File: src/rtl/bcd_pkg.sv
// Shared BCD constants, the per-edge operation select and nibble validation
// used by the N-digit BCD counter slice.
package bcd_pkg;

  localparam int unsigned BCD_NIBBLE_W  = 4;
  localparam logic [3:0]  BCD_MAX_DIGIT = 4'd9;

  typedef enum logic [1:0] {
    OP_HOLD,
    OP_CLEAR,
    OP_LOAD,
    OP_STEP
  } bcd_op_e;

  function automatic logic bcd_nibble_valid(input logic [BCD_NIBBLE_W-1:0] n);
    return n <= BCD_MAX_DIGIT;
  endfunction

endpackage

File: src/rtl/bcd_digit_step.sv
// Single BCD digit increment/decrement cell; carry_out flags a 9->0 (up)
// or 0->9 (down) transition so the next digit can step.
module bcd_digit_step
  import bcd_pkg::*;
(
  input  logic [BCD_NIBBLE_W-1:0] digit,
  input  logic                    step,
  input  logic                    down,
  output logic [BCD_NIBBLE_W-1:0] digit_next,
  output logic                    carry_out
);

  always_comb begin
    digit_next = digit;
    carry_out  = 1'b0;
    if (step) begin
      if (down) begin
        if (digit == '0) begin
          digit_next = BCD_MAX_DIGIT;
          carry_out  = 1'b1;
        end else begin
          digit_next = digit - 4'd1;
        end
      end else begin
        if (digit >= BCD_MAX_DIGIT) begin
          digit_next = '0;
          carry_out  = 1'b1;
        end else begin
          digit_next = digit + 4'd1;
        end
      end
    end
  end

endmodule

File: src/rtl/bcd_counter_ndigit.sv
// Registered N-digit packed-BCD up/down counter with clear, sanitising load,
// wrap/saturate mode, terminal-count pulse and leading-zero blank mask.
module bcd_counter_ndigit
  import bcd_pkg::*;
#(
  parameter int unsigned                    DIGITS      = 5,
  parameter bit                             SATURATE    = 1'b0,
  parameter logic [BCD_NIBBLE_W*DIGITS-1:0] RESET_VALUE = '0
) (
  input  logic                           clk,
  input  logic                           reset,
  input  logic                           clear,
  input  logic                           load,
  input  logic [BCD_NIBBLE_W*DIGITS-1:0] load_value,
  input  logic                           enable,
  input  logic                           down,
  output logic [BCD_NIBBLE_W*DIGITS-1:0] count,
  output logic                           tc,
  output logic                           load_err,
  output logic [DIGITS-1:0]              blank_mask
);

  localparam int unsigned W = BCD_NIBBLE_W * DIGITS;

  logic [W-1:0]      count_q;
  logic [W-1:0]      count_nxt;
  logic [W-1:0]      stepped;
  logic [W-1:0]      loaded;
  logic [DIGITS-1:0] step;
  logic [DIGITS-1:0] carry;
  logic              load_bad;
  logic              tc_nxt;
  logic              err_nxt;
  bcd_op_e           op;

  // Bit i set when digits DIGITS-1..i are all zero; bit 0 never blanks.
  function automatic logic [DIGITS-1:0] blank_of(input logic [W-1:0] v);
    logic [DIGITS-1:0] m;
    logic              all_zero;
    m        = '0;
    all_zero = 1'b1;
    for (int unsigned i = DIGITS - 1; i >= 1; i--) begin
      all_zero = all_zero & (v[i*BCD_NIBBLE_W +: BCD_NIBBLE_W] == '0);
      m[i]     = all_zero;
    end
    return m;
  endfunction

  assign step[0] = enable;

  for (genvar i = 0; i < DIGITS; i++) begin : g_digit
    if (i > 0) begin : g_chain
      assign step[i] = carry[i-1];
    end
    bcd_digit_step u_step (
      .digit      (count_q[i*BCD_NIBBLE_W +: BCD_NIBBLE_W]),
      .step       (step[i]),
      .down       (down),
      .digit_next (stepped[i*BCD_NIBBLE_W +: BCD_NIBBLE_W]),
      .carry_out  (carry[i])
    );
  end

  // Invalid nibbles are forced to 0 so count never holds a non-BCD digit.
  always_comb begin
    loaded   = '0;
    load_bad = 1'b0;
    for (int unsigned i = 0; i < DIGITS; i++) begin
      if (bcd_nibble_valid(load_value[i*BCD_NIBBLE_W +: BCD_NIBBLE_W]))
        loaded[i*BCD_NIBBLE_W +: BCD_NIBBLE_W] = load_value[i*BCD_NIBBLE_W +: BCD_NIBBLE_W];
      else
        load_bad = 1'b1;
    end
  end

  always_comb begin
    if (clear)       op = OP_CLEAR;
    else if (load)   op = OP_LOAD;
    else if (enable) op = OP_STEP;
    else             op = OP_HOLD;
  end

  always_comb begin
    count_nxt = count_q;
    tc_nxt    = 1'b0;
    err_nxt   = 1'b0;
    case (op)
      OP_CLEAR: count_nxt = '0;
      OP_LOAD: begin
        count_nxt = loaded;
        err_nxt   = load_bad;
      end
      OP_STEP: begin
        tc_nxt = carry[DIGITS-1];
        if (!(SATURATE && carry[DIGITS-1]))
          count_nxt = stepped;
      end
      default: ;
    endcase
  end

  always_ff @(posedge clk or posedge reset) begin
    if (reset) begin
      count_q    <= RESET_VALUE;
      tc         <= 1'b0;
      load_err   <= 1'b0;
      blank_mask <= blank_of(RESET_VALUE);
    end else begin
      count_q    <= count_nxt;
      tc         <= tc_nxt;
      load_err   <= err_nxt;
      blank_mask <= blank_of(count_nxt);
    end
  end

  assign count = count_q;

endmodule

File: config.mk
export PLATFORM = sky130hd
export DESIGN_NAME = bcd_counter_ndigit
export DESIGN_NICKNAME = d
export VERILOG_FILES = /design/src/rtl/bcd_pkg.sv /design/src/rtl/bcd_digit_step.sv /design/src/rtl/bcd_counter_ndigit.sv
export SDC_FILE = /design/constraint.sdc
export NUM_CORES = 1
export LEC_CHECK = 0
export CORE_MARGIN = 4
export CORE_UTILIZATION = 40
export DETAILED_ROUTE_END_ITERATION = 8
export MAX_ROUTING_LAYER = met4
export PLACE_DENSITY = 0.61
export SLEW_MARGIN = 15
export SYNTH_ARGS = -nofsm -noshare
export SYNTH_HDL_FRONTEND = slang
export SYNTH_SLANG_ARGS = --single-unit
File: constraint.sdc
create_clock -name clk -period 2.72 [get_ports clk]
set_input_delay 0.816 -clock clk [delete_from_list [all_inputs] [get_ports clk]]
set_output_delay 0.816 -clock clk [all_outputs]
set_load 0.05 [all_outputs]
# Yosys cells after proc, flatten, opt, wreduce, memory -nomap -nowiden
# Index checks and enable logic that the tools add are counted.
dict set report totals {
  reg_bits 26
  latchBits 0
  ramBits 0
  romBits 0
  in_bits 26
  output_inout_bits 27
  elab_cells 99
  memories 0
}
dict set report classes {
  addsub 10
  n_mul 0
  n_div 0
  order_cmp 10
  eq_ne 4
  n_shift 0
  n_mux 56
  bitwise_logic 3
  n_reduce_logical 11
}
# cell n
set op_table {}
lappend op_table {{$mux 4} 25}
lappend op_table {{$pmux 20 s3} 1}
lappend op_table {{$logic_not 4->1} 9}
lappend op_table {{$mux 1} 27}
lappend op_table {{$add 4x1->4 const B} 5}
lappend op_table {{$ge 4x4->1 const B} 5}
lappend op_table {{$le 4x4->1 const B} 5}
lappend op_table {{$sub 4x1->4 const B} 5}
lappend op_table {{$mux 2} 3}
lappend op_table {{$eq 2x2->1 const B} 2}
lappend op_table {{$and 1x1->1} 3}
lappend op_table {{$reduce_bool 3->1} 1}
lappend op_table {{$eq 2x1->1 const B} 1}
lappend op_table {{$ne 2x2->1 const B} 1}
lappend op_table {{$reduce_and 2->1} 1}

# Longest topological paths before layout
dict set report logic_depth {
  depth_word 13
  ltp_mapped 11
  ltp_nobuf 9
}

# By module
# From an unflattened synthesis, not the netlist that was laid out.
dict set report unflattened {
  hier_cells 361
  area_unflattened_um2 2964.1
}
# module instances cells_each area_each_um2 seq_area_each_um2
set modules_own_cells {}
lappend modules_own_cells {bcd_digit_step 5 44 310.3 0.0}
lappend modules_own_cells {bcd_counter_ndigit 1 141 1412.6 655.6}

# Worst setup path before layout
# Ideal clock, no wire load.
dict set report synth_path {
  path_type {register to register}
  from {reg count_q[4] (netlist: count[4])}
  to {reg blank_mask[1]}
  setup_time_ps 90
  arrival_ps 2801
  path_slack_ps -171
  path_stages_with_launch 11
  cell_sequence {dfrtp_1 > inv_1 > ha_1 > nor3b_2 > o21a_1 > buf_6 > nor4b_4 > nor2_2 > a221oi_1 > nand4b_2 > nor4_2}
}
dict set report synth_between {
  elab_chain_len 12
}
# element line
set synth_lines {}
lappend synth_lines {{start: declaration} bcd_counter_ndigit.sv:25} ;# logic [W-1:0] count_q;
lappend synth_lines {{start signal: assignment} bcd_counter_ndigit.sv:109} ;# count_q <= count_nxt;
lappend synth_lines {{$ge 4x4->1 or $logic_not 4->1 (tied branches)} {bcd_digit_step.sv:25, bcd_digit_step.sv:18}}
lappend synth_lines {{$mux 1, on equally long branches} {bcd_digit_step.sv:25, bcd_digit_step.sv:18}}
lappend synth_lines {{$mux 1} bcd_digit_step.sv:17} ;# if (down) begin
lappend synth_lines {{$mux 1 (3 in series)} bcd_digit_step.sv:16} ;# if (step) begin
lappend synth_lines {{$mux 4} bcd_digit_step.sv:16}
lappend synth_lines {{$pmux 20 s3 *} bcd_counter_ndigit.sv:87} ;# case (op)
lappend synth_lines {{$logic_not 4->1} bcd_counter_ndigit.sv:43} ;# all_zero = all_zero & (v[i*BCD_NIBBLE_W +: BCD_NIBBLE_W] == '0);
lappend synth_lines {{$and 1x1->1 (2 in series)} bcd_counter_ndigit.sv:43}
lappend synth_lines {{$and 1x1->1 *} bcd_counter_ndigit.sv:43}
lappend synth_lines {{end signal: assignment} bcd_counter_ndigit.sv:107} ;# blank_mask <= blank_of(RESET_VALUE);
lappend synth_lines {{end signal: assignment} bcd_counter_ndigit.sv:112} ;# blank_mask <= blank_of(count_nxt);
lappend synth_lines {{end: declaration} bcd_counter_ndigit.sv:20} ;# output logic [DIGITS-1:0] blank_mask
# Mark *: on every way between the ends. The rest lies on a longest branch, timed or not.
# A chain may end at the register's enable or synchronous reset.

# Worst setup path after layout
dict set report layout_path {
  from {in clear}
  to {reg blank_mask[1]}
}
dict set report layout_between {
  elab_chain_len 7
}
# element line
set layout_lines {}
lappend layout_lines {{start: declaration} bcd_counter_ndigit.sv:12} ;# input logic clear,
lappend layout_lines {{$mux 2 *} bcd_counter_ndigit.sv:77} ;# if (clear) op = OP_CLEAR;
lappend layout_lines {{$eq 2x2->1 or $eq 2x1->1 (tied branches)} bcd_counter_ndigit.sv:87}
lappend layout_lines {{$pmux 20 s3 *} bcd_counter_ndigit.sv:87}
lappend layout_lines {{named net count_nxt[13]} bcd_counter_ndigit.sv:26} ;# logic [W-1:0] count_nxt;
lappend layout_lines {{$logic_not 4->1 *} bcd_counter_ndigit.sv:43}
lappend layout_lines {{$and 1x1->1 * (3 in series)} bcd_counter_ndigit.sv:43}
# The timed path passes the listed nets; every way through them passes the cells marked *.

==> impl_results.md <==
* I/O Buffers at 51
* Cell Count, Final, Fillers Out at 485
* Number of buffers created by CTS at 3
* Final WS setup at 68.0 ps
* Worst setup endpoint: blank_mask[1]
* Number of cells traversed by the worst register-to-register path at 10
* Total congestion overflow at 0
* Final instance area at 3800 um2
* Final ANT Viol Nets at 0
* Cell type contributing the most total cell area after synthesis: sky130_fd_sc_hd__dfrtp_1
* Cell types occupying the most area after synthesis: sky130_fd_sc_hd__dfrtp_1 22%, sky130_fd_sc_hd__ha_1 7.9%, sky130_fd_sc_hd__o21ai_0 5.5%
* Commonest non-fill, non-tap cells in the layout: 60 x sky130_fd_sc_hd__buf_4, 49 x sky130_fd_sc_hd__clkdlybuf4s50_1, 27 x sky130_fd_sc_hd__o21ai_0, 24 x sky130_fd_sc_hd__inv_1, 18 x sky130_fd_sc_hd__nor2_1
* HPWL after detailed placement at 6230 um
* Number of vias after detailed routing at 2,834
* Final wirelength at 8370 um
* Initial antenna violation count at 0
* Flops & latches, synth at 26
* CP required at 2920 ps
* Period utilization at 97.5%
* Detailed-route DRC error count at 0
* Tot Pwr at 1.41 mW
* Cts-stage hold buffer count at 0
* 1st-pass router iterations at 4
* TritonCTS clock tree: done
* Crit path DAT at 2850 ps
* Total placed instance area at 3450 um2
* Peak supply drop at 0.209 mV
* Flop2flop setup slack at 100 ps
* Yosys top cell area share at 21.7%
* Die extent in y at 87.6 um
* Worst setup path category: in2reg
* Number of nets in the synthesized netlist at 350
* Proportion of layout cells with a drive suffix above 1 at 28.8%
* Fraction of synthesis flops using an asynchronous set or reset pin at 100%
* Pre-CTS WS at -537 ps
* Count of distinct cell types in the synthesized netlist at 68
* Clock latency on the worst-skew pair at 290 ps
* Pin count of the biggest net entering global routing at 27
* Maximum fanout count along the critical path at 2
* Reported max-cap violation count at 0
* Slew margin rel. at 65.4%
* Post-synth EDFFs at 0
* Compound-cell area share of the yosys netlist at 27.8%
* Number of cell rows at 28
* Growth of design area from synthesis to finish at 50.0%
* Fin nets at 453
* Routability congestion estimate from global placement at 0.886
* Vias/cell at 5.84
* Leakage power total at 1.59 nW
* Core outline area at 6030 um2
* Largest family of logic cells by synthesized area: simple AND/OR/NAND/NOR gates
* Most frequent standard cell in the layout excluding fill and tap cells: sky130_fd_sc_hd__buf_4
* Vias in the first global route at 2,671
* Netlist Area Pre-Place at 2530 um2
* Setup skew after layout at 3.83 ps
* Kind of start point of the critical path: input port
* Simple-gate share of the synthesized area at 29.1%
* Setup crit end kind: register
* Achievable Freq at 377 MHz
* Placed cell count at 469
* Unrepaired setup endpoints after global routing: true
* Area share of xor/xnor cells in the synthesized design at 0.692%
* Max-slew violation count at 0
* Root cell of the clock tree: sky130_fd_sc_hd__clkbuf_8
* DRC marker count from the first detailed-route iteration at 162
* Pwr Density at 371 nW/um2
* Status: finished clean
* Number of failing setup endpoints in the final timing report at 0
* Clock buffer depth at 2
* Area enclosed by the die boundary at 7670 um2
* Synth Warn # at 0
* Diode count at 0
* Sequential area share after synthesis at 25.9%
* Class of the most critical hold timing path: reg2reg
* Final Hold Viols at 0
* Clock sink count at 26
* Post-synthesis share of cell area spent on full adders, half adders and majority gates at 7.91%
* Startpoint of the lowest-slack register-to-register path: count[0]
* Effective utilization at floorplan at 42.0%
* Wire length of the first global-routing pass at 13,400 um
* Clock-pin slew on the worst setup and hold paths at 100 ps
* Top-level port count at 53
* Proportion of synthesized area in mux cells at 1.33%
* Average size of a mapped cell at 8.22 um2
* Number of fill cells at 518
* # H-tree levels at 1
* Post-synthesis instance total at 308
* Overall fraction of global-route tracks in use at 22.7%
* Final core area utilization at 63.0%
* Final routed wire length divided by cell count at 17.3 um
* Pin slew with the least headroom to its limit at 515 ps
* Die extent in x at 87.6 um
* Most used flip-flop cell after synthesis: sky130_fd_sc_hd__dfrtp_1
* Critical Path Start: clear
* Reg2reg end: blank_mask[1]
* Minimum period implied by the final worst setup slack at 2650 ps
## final cells by class
class,instances,area (um2),area share (%)
tap,75,93.8,2.47
multi-input combinational,240,1860,49.1
sequential,26,662,17.4
clock buffer,3,41.3,1.09
clock inverter,1,30.0,0.791
timing repair buffer,116,1020,26.8
inverter,24,90.1,2.37
## kinds of logic (layout without fill, tap and decap cells)
group                      after synthesis  count (layout)
muxes                                    2               2
and+or+nand+nor                        118             118
other                                    1               1
DFF                                     26              26
xor gates and xnor gates                 2               2
buffers and inverters                   42             144
adders and majority gates               16              16
AOI/OAI and AO/OA                      101             101
## routing by layer
layer	routed length, um	GRT usage (%)	vias to the layer above
met5	0	-	-
met4	212	7.53	0
li1	-	-	1357
met2	4010	36.0	100
met1	3760	31.2	1357
met3	395	1.03	20
## cells in the mapped netlist, types with 8 or more instances
cell / count
sky130_fd_sc_hd__nor3b_1: 9
sky130_fd_sc_hd__nand3_1: 9
sky130_fd_sc_hd__dfrtp_1: 22
sky130_fd_sc_hd__ha_1: 16
sky130_fd_sc_hd__clkbuf_1: 11
sky130_fd_sc_hd__nor2_1: 22
sky130_fd_sc_hd__inv_1: 24
sky130_fd_sc_hd__nor3_1: 8
sky130_fd_sc_hd__o21ai_0: 28
sky130_fd_sc_hd__a21oi_1: 14
sky130_fd_sc_hd__nand2b_1: 10
sky130_fd_sc_hd__nand2_1: 14
## report_power, final
group	internal, mW	total (mW)	switching (mW)
sequential	0.419	0.452	0.0325
combinational	0.280	0.617	0.337
clock	0.198	0.339	0.141
## state kept, by name (all words and copies together) (netlist names)
signal	flops
blank_mask	4
count	20
load_err	1
tc	1
## worst max-delay path: stages
cell and delay (ps):
sky130_fd_sc_hd__clkdlybuf4s50_1 420, sky130_fd_sc_hd__or3b_4 420, sky130_fd_sc_hd__o21bai_1 190, sky130_fd_sc_hd__or4_4 430, sky130_fd_sc_hd__o211ai_1 260, sky130_fd_sc_hd__nor2_2 80
sky130_fd_sc_hd__nand4b_1 160, sky130_fd_sc_hd__nor4_2 70
## metrics by stage
step | TNS (ps) | hold slack, ps
floorplan | 0 | 797
global placement | -3330 | 622
detailed placement | -3800 | 630
CTS | 0 | 681
global route | -26.3 | 704
finish | 0 | 660
## repair_timing
item	in CTS	in global routing
buffers inserted	5	7
endpoints found under the setup margin	4	4
pin swaps	10	15
resized for setup	15	26
## worst min path at each step
stage,start,slack [ps],to,cells after the start
final,count[9],660,count[9],1
after global routing,count[9],700,count[9],1
after CTS,count[9],680,count[9],1
after detailed placement,count[9],630,count[9],1
after global placement,count[9],620,count[9],1
after floorplan,count[9],800,count[9],1
Note: power is estimated with default switching activity, not from simulation.
==> patch 1 (same flow settings) <==
Make the reset (`reset`) synchronous in one clocked block.
--- a/src/rtl/bcd_counter_ndigit.sv
+++ b/src/rtl/bcd_counter_ndigit.sv
@@ -100,5 +100,5 @@
   end
 
-  always_ff @(posedge clk or posedge reset) begin
+  always_ff @(posedge clk) begin
     if (reset) begin
       count_q    <= RESET_VALUE;
Check against the original RTL: differs if reset is asserted again (counterexample within 4 cycles, from zero or initial values and one cycle with reset high); with reset held inactive, the same outputs for 10 cycles.
==> patch 1 against the unedited design <==
Worst setup slack got worse by 0.032 ns; clock power decreased by 4%; area after synthesis increased by 0.59%; largest cell class unchanged; largest power group unchanged; power decreased by 12%; sequential cell count unchanged; final area increased by 1.2%; routed wire length decreased by 1.1%.
==> patch 1: results (changes against the unedited design) <==
| Metric | Value |
|---|---|
| Worst EP arrival | `2.91 ns (+0.06 ns)` |
| Hold EP | `count[13]$_SDFF_PP0_` |
| Pleak | `1.552 nW (-2.6%)` |
| Share of the yosys chip area belonging to registers | `20.44% (-5.5 points)` |
| Slowest stage delay, CP | `0.35 ns (-0.08 ns)` |
| First-pass GRT wire length | `13320 um (-0.41%)` |
| Max reg flops | `20 (unchanged)` |
| Root Buffer | `clkbuf_8` |
| DRT met1 WL | `3776 um (+0.56%)` |
| Clock transition at the registers of the reported paths | `0.10 ns (about the same)` |
| CTS H-Tree Depth | `1 (unchanged)` |
| CTS hold repair buffers | `0 (unchanged)` |
| Router iterations before antenna repair | `5 (+1)` |
| Post-synth top flop | `dfxtp_1` |
| Crit path from | `clear` |
| Pre-CTS setup slack | `-0.6425 ns (-0.1054 ns)` |
| Vias/cell | `5.679 (-2.8%)` |
| Highest Signal Layer | `met4` |
| Wire per inst | `16.02 um (-7.2%)` |
| Routability Congestion | `0.9426 (+6.4%)` |
| Switching Share | `33.09% (-3.2 points)` |
| Initial antenna violation count | `0 (unchanged)` |
| R2R depth | `11 (+1)` |
| Peak supply drop | `0.0002247 V (+7.3%)` |
| P_sw | `0.4098 mW (-20%)` |
| Clock buffer depth | `2 (unchanged)` |
| Critical path peak fanout | `4 (+2)` |
| TritonCTS Buffers | `3 (unchanged)` |
| Clk_skew | `0.006404 ns (+0.002571 ns)` |
| Critical Path Sink | `blank_mask[1]$_SDFF_PP1_` |
| Unique masters post-synth | `75 (+10%)` |
| Fmax | `0.3726 GHz (-1.2%)` |
| Met2 Wirelength | `4047 um (+0.97%)` |
| P_clk | `0.326 mW (-4%)` |
| All-Layer GR Usage | `22.21% (-0.52 points)` |
| Post-layout nets | `488 (+7.7%)` |
| Layout cells sized above 1 | `27.38% (-1.4 points)` |
| Port bufs | `51 (unchanged)` |
| Vias in the first global route | `2852 (+6.8%)` |
| Pin count of the biggest net entering global routing | `16 (-41%)` |
| Synth warnings | `0 (unchanged)` |
| R2R Path Start | `count[5]$_SDFF_PP0_` |
| Final HPWL DP | `6249 um (+0.25%)` |
| Most instantiated cells after synthesis | `nor2_1, dfxtp_1, inv_1` |
| Synthesized net count | `376 (+7.4%)` |
| Worst-Skew Late Latency | `0.28 ns` |
| Initial DRC Count | `114 (-30%)` |
| Leading post-synthesis cells by cell area | `dfxtp_1, ha_1, nor2_1, inv_1, o21ai_0` |
| Result of the run | `complete, no violations` |
| Min-delay src | `count[13]$_SDFF_PP0_` |
| Min-Delay Path Depth | `3 (+2)` |
| Slowest-stage cell, CP | `a221o_1` |
| Async set-reset flop share out of synthesis | `0% (-100 points)` |
| P_comb | `0.498 mW (-19%)` |
| Number of fill cells | `542 (+4.6%)` |
| Relative slew margins | `62.99% (-2.4 points)` |
| Total length of routed met3 wires | `326 um (-17%)` |
| Top Family by Delay on Critical Path | `compound AO/OA/AOI/OAI gates` |
==> patch 1: changes by cell type in the layout (fill, tap and decap cells not counted), moves of 4 or more <==
cell,delta
nor3b_1,-4
dfrtp_2,-5
buf_4,+14
o21ai_0,-9
nor2_1,+15
o21bai_1,-4
inv_1,-4
dfstp_2,-4
dfrtp_1,-17
dfxtp_1,+26
a22oi_1,+4
inv_2,+5
==> patch 1: timing repair <==
item / CTS / global route
buffers inserted: 5 / 5
pin swaps: 10 / 14
endpoints found under the hold margin: 0 / 0
gates resized for setup: 29 / 14
endpoints found under the setup margin: 11 / 4
==> patch 1: final cells by class <==
class,instances,area [sq um],area share (%)
inverters,25,93.84,2.441
well taps,75,93.84,2.441
multi-input cells,260,1988,51.73
clock inverters,1,30.03,0.7812
repair buffers,127,1076,27.99
flip-flops and latches,26,520.5,13.54
clock buffers,3,41.29,1.074
==> patch 1: stage by stage <==
stage / setup TNS (ns) / cell area, sq um / hold slack [ns] / instances
global placement: -5.659 / 3557 / 0.6408 / 503
detailed placement: -6.852 / 3557 / 0.6372 / 503
CTS: 0 / 3754 / 0.6645 / 512
finish: 0 / 3844 / 0.6593 / 517
floorplan: 0 / 2547 / 0.8210 / 331
global route: -0.03227 / 3844 / 0.6865 / 517
==> patch 1: cells by family after synthesis <==
| family | Yosys count | share of synthesized area [%] |
|---|---|---|
| xor gates and xnor gates | 4 | 1.376 |
| adders and majority gates | 19 | 9.337 |
| other | 1 | 0.1473 |
| AOI/OAI and AO/OA | 110 | 32.04 |
| muxes | 3 | 1.867 |
| and+or+nand+nor | 123 | 27.62 |
| buffers and inverters | 45 | 7.175 |
| DFF | 26 | 20.44 |
==> patch 1: routing by layer <==
layer,vias to the layer above,GRT usage (%)
met5,-,-
met4,0,4.603
met3,11,2.540
met2,80,37.47
met1,1381,28.58
li1,1464,-
==> patch 2 (same flow settings) <==
Made on the original files. Change the parameter `SATURATE` from 1'b0 to 1'b1.
--- a/src/rtl/bcd_counter_ndigit.sv
+++ b/src/rtl/bcd_counter_ndigit.sv
@@ -5,5 +5,5 @@
 #(
   parameter int unsigned                    DIGITS      = 5,
-  parameter bit                             SATURATE    = 1'b0,
+  parameter bit                             SATURATE    = 1'b1,
   parameter logic [BCD_NIBBLE_W*DIGITS-1:0] RESET_VALUE = '0
 ) (
Function: changed (a bounded check fails within 4 cycles, from zero or initial values and one cycle with reset high).
==> patch 2 against the unedited design <==
The run now ends with negative setup slack left; synthesized cell count is 0.65% lower; final area grew 2.1%; sequential cell count is the same; routed wire length fell by 2.3%; area after synthesis is 2.5% lower; worst setup slack lost 0.18 ns; non-clock buffer count increased by 16; sequential power grew 4.4%; clock skew is 0.0015 ns higher; clock power down 29%; global-route usage up 0.73 points; power rose by 9.4%; critical endpoint unchanged; largest power group unchanged.
==> patch 2: results (changes against the unedited design) <==
| Metric | Value |
|---|---|
| Share of the yosys chip area belonging to registers | `26.56% (+0.66 points)` |
| TritonCTS Buffers | `3 (unchanged)` |
| Worst EP arrival | `3.03 ns (+0.18 ns)` |
| Initial DRC Count | `134 (-17%)` |
| Root Buffer | `clkbuf_8` |
| Placed Cells | `489 (+4.3%)` |
| Finished Layout Cells | `500 (+3.1%)` |
| Port bufs | `51 (unchanged)` |
| Final HPWL DP | `6462 um (+3.7%)` |
| Relative slew margins | `65.24% (-0.13 points)` |
| Slowest stage delay, CP | `0.53 ns (+0.10 ns)` |
| R2R depth | `8 (-2)` |
| Layout cells sized above 1 | `33.88% (+5.1 points)` |
| Final WL | `8178 um (-2.3%)` |
| Peak supply drop | `0.0002491 V (+19%)` |
| Post-layout nets | `467 (+3.1%)` |
| Via count | `2791 (-1.5%)` |
| Router iterations before antenna repair | `5 (+1)` |
| Unique masters post-synth | `69 (+1.5%)` |
| Clk_skew | `0.005335 ns (+0.001502 ns)` |
| Synthesized net count | `347 (-0.86%)` |
| Synth warnings | `0 (unchanged)` |
| Leading post-synthesis cells by cell area | `dfrtp_1, ha_1, nor2_1, dfstp_2, o21ai_0` |
| Vias in the first global route | `2724 (+2.0%)` |
| Final setup TNS | `-0.1891 ns (-0.1891 ns)` |
| First-pass GRT wire length | `13690 um (+2.4%)` |
| Power density over the cells | `397.2 nW/um^2 (+7.2%)` |
| Failing checks | `negative setup slack` |
| Pleak | `1.671 nW (+4.8%)` |
| Routability Congestion | `0.8778 (-0.91%)` |
| Fin worst setup slack | `-0.1078 ns (-0.1758 ns)` |
| Final-report setup violation count | `3 (+3)` |
| Pre-CTS setup slack | `-0.8865 ns (-0.3494 ns)` |
| Result of the run | `complete, but fails checks` |
| Cell area after placement | `3661 sq um (+6.2%)` |
| Number of fill cells | `538 (+3.9%)` |
## patch 2: routing by layer
layer	vias to the layer above	track usage [%]	part of all wire, %
li1	1377	-	-
met1	1341	32.22	46
met2	69	38.39	48
met3	4	2.567	4.9
met4	0	2.975	0.70
met5	-	-	0
## patch 2: area by class of cell
class / instances / area, sq um / area share [%]
clock buffers: 4 / 45.04 / 1.162
multi-input cells: 240 / 1863 / 48.06
inverters: 23 / 86.33 / 2.227
repair buffers: 132 / 1119 / 28.86
well taps: 75 / 93.84 / 2.421
flip-flops and latches: 26 / 669.4 / 17.27
## patch 2: how the worst min path moves through the flow
stage | start | endpoint | slack (ns) | cells after the start
after floorplan | count[1]$_DFFE_PP0P_ | count[1]$_DFFE_PP0P_ | 0.72 | 2
after global placement | count[17]$_DFF_PP0_ | count[17]$_DFF_PP0_ | 0.61 | 2
after detailed placement | count[17]$_DFF_PP0_ | count[17]$_DFF_PP0_ | 0.62 | 2
after CTS | count[17]$_DFF_PP0_ | count[17]$_DFF_PP0_ | 0.65 | 2
after global routing | count[16]$_DFF_PP0_ | count[16]$_DFF_PP0_ | 0.68 | 2
final | count[17]$_DFF_PP0_ | count[17]$_DFF_PP0_ | 0.65 | 2
## patch 2: what timing repair did
action,CTS,global route
pin swaps,7,6
endpoints found under the setup margin,12,7
resized for setup,20,13
buffers inserted,6,1
## patch 2: report_power, final
part	total, mW	leakage, nW	internal [mW]	switching, mW
registers	0.472	0.324	0.430	0.0422
logic	0.826	1.32	0.371	0.455
clock network	0.242	0.0228	0.105	0.136
total	1.54	1.67	0.906	0.633
## patch 2: logic make-up after synthesis
family	Yosys count	share of synthesized area, %
fa+ha+maj	15	7.603
simple gates	121	27.62
buf+inv	40	6.437
xor+xnor	3	1.065
mux	4	1.673
compound gates	96	28.89
other cells	1	0.1519
flops	26	26.56
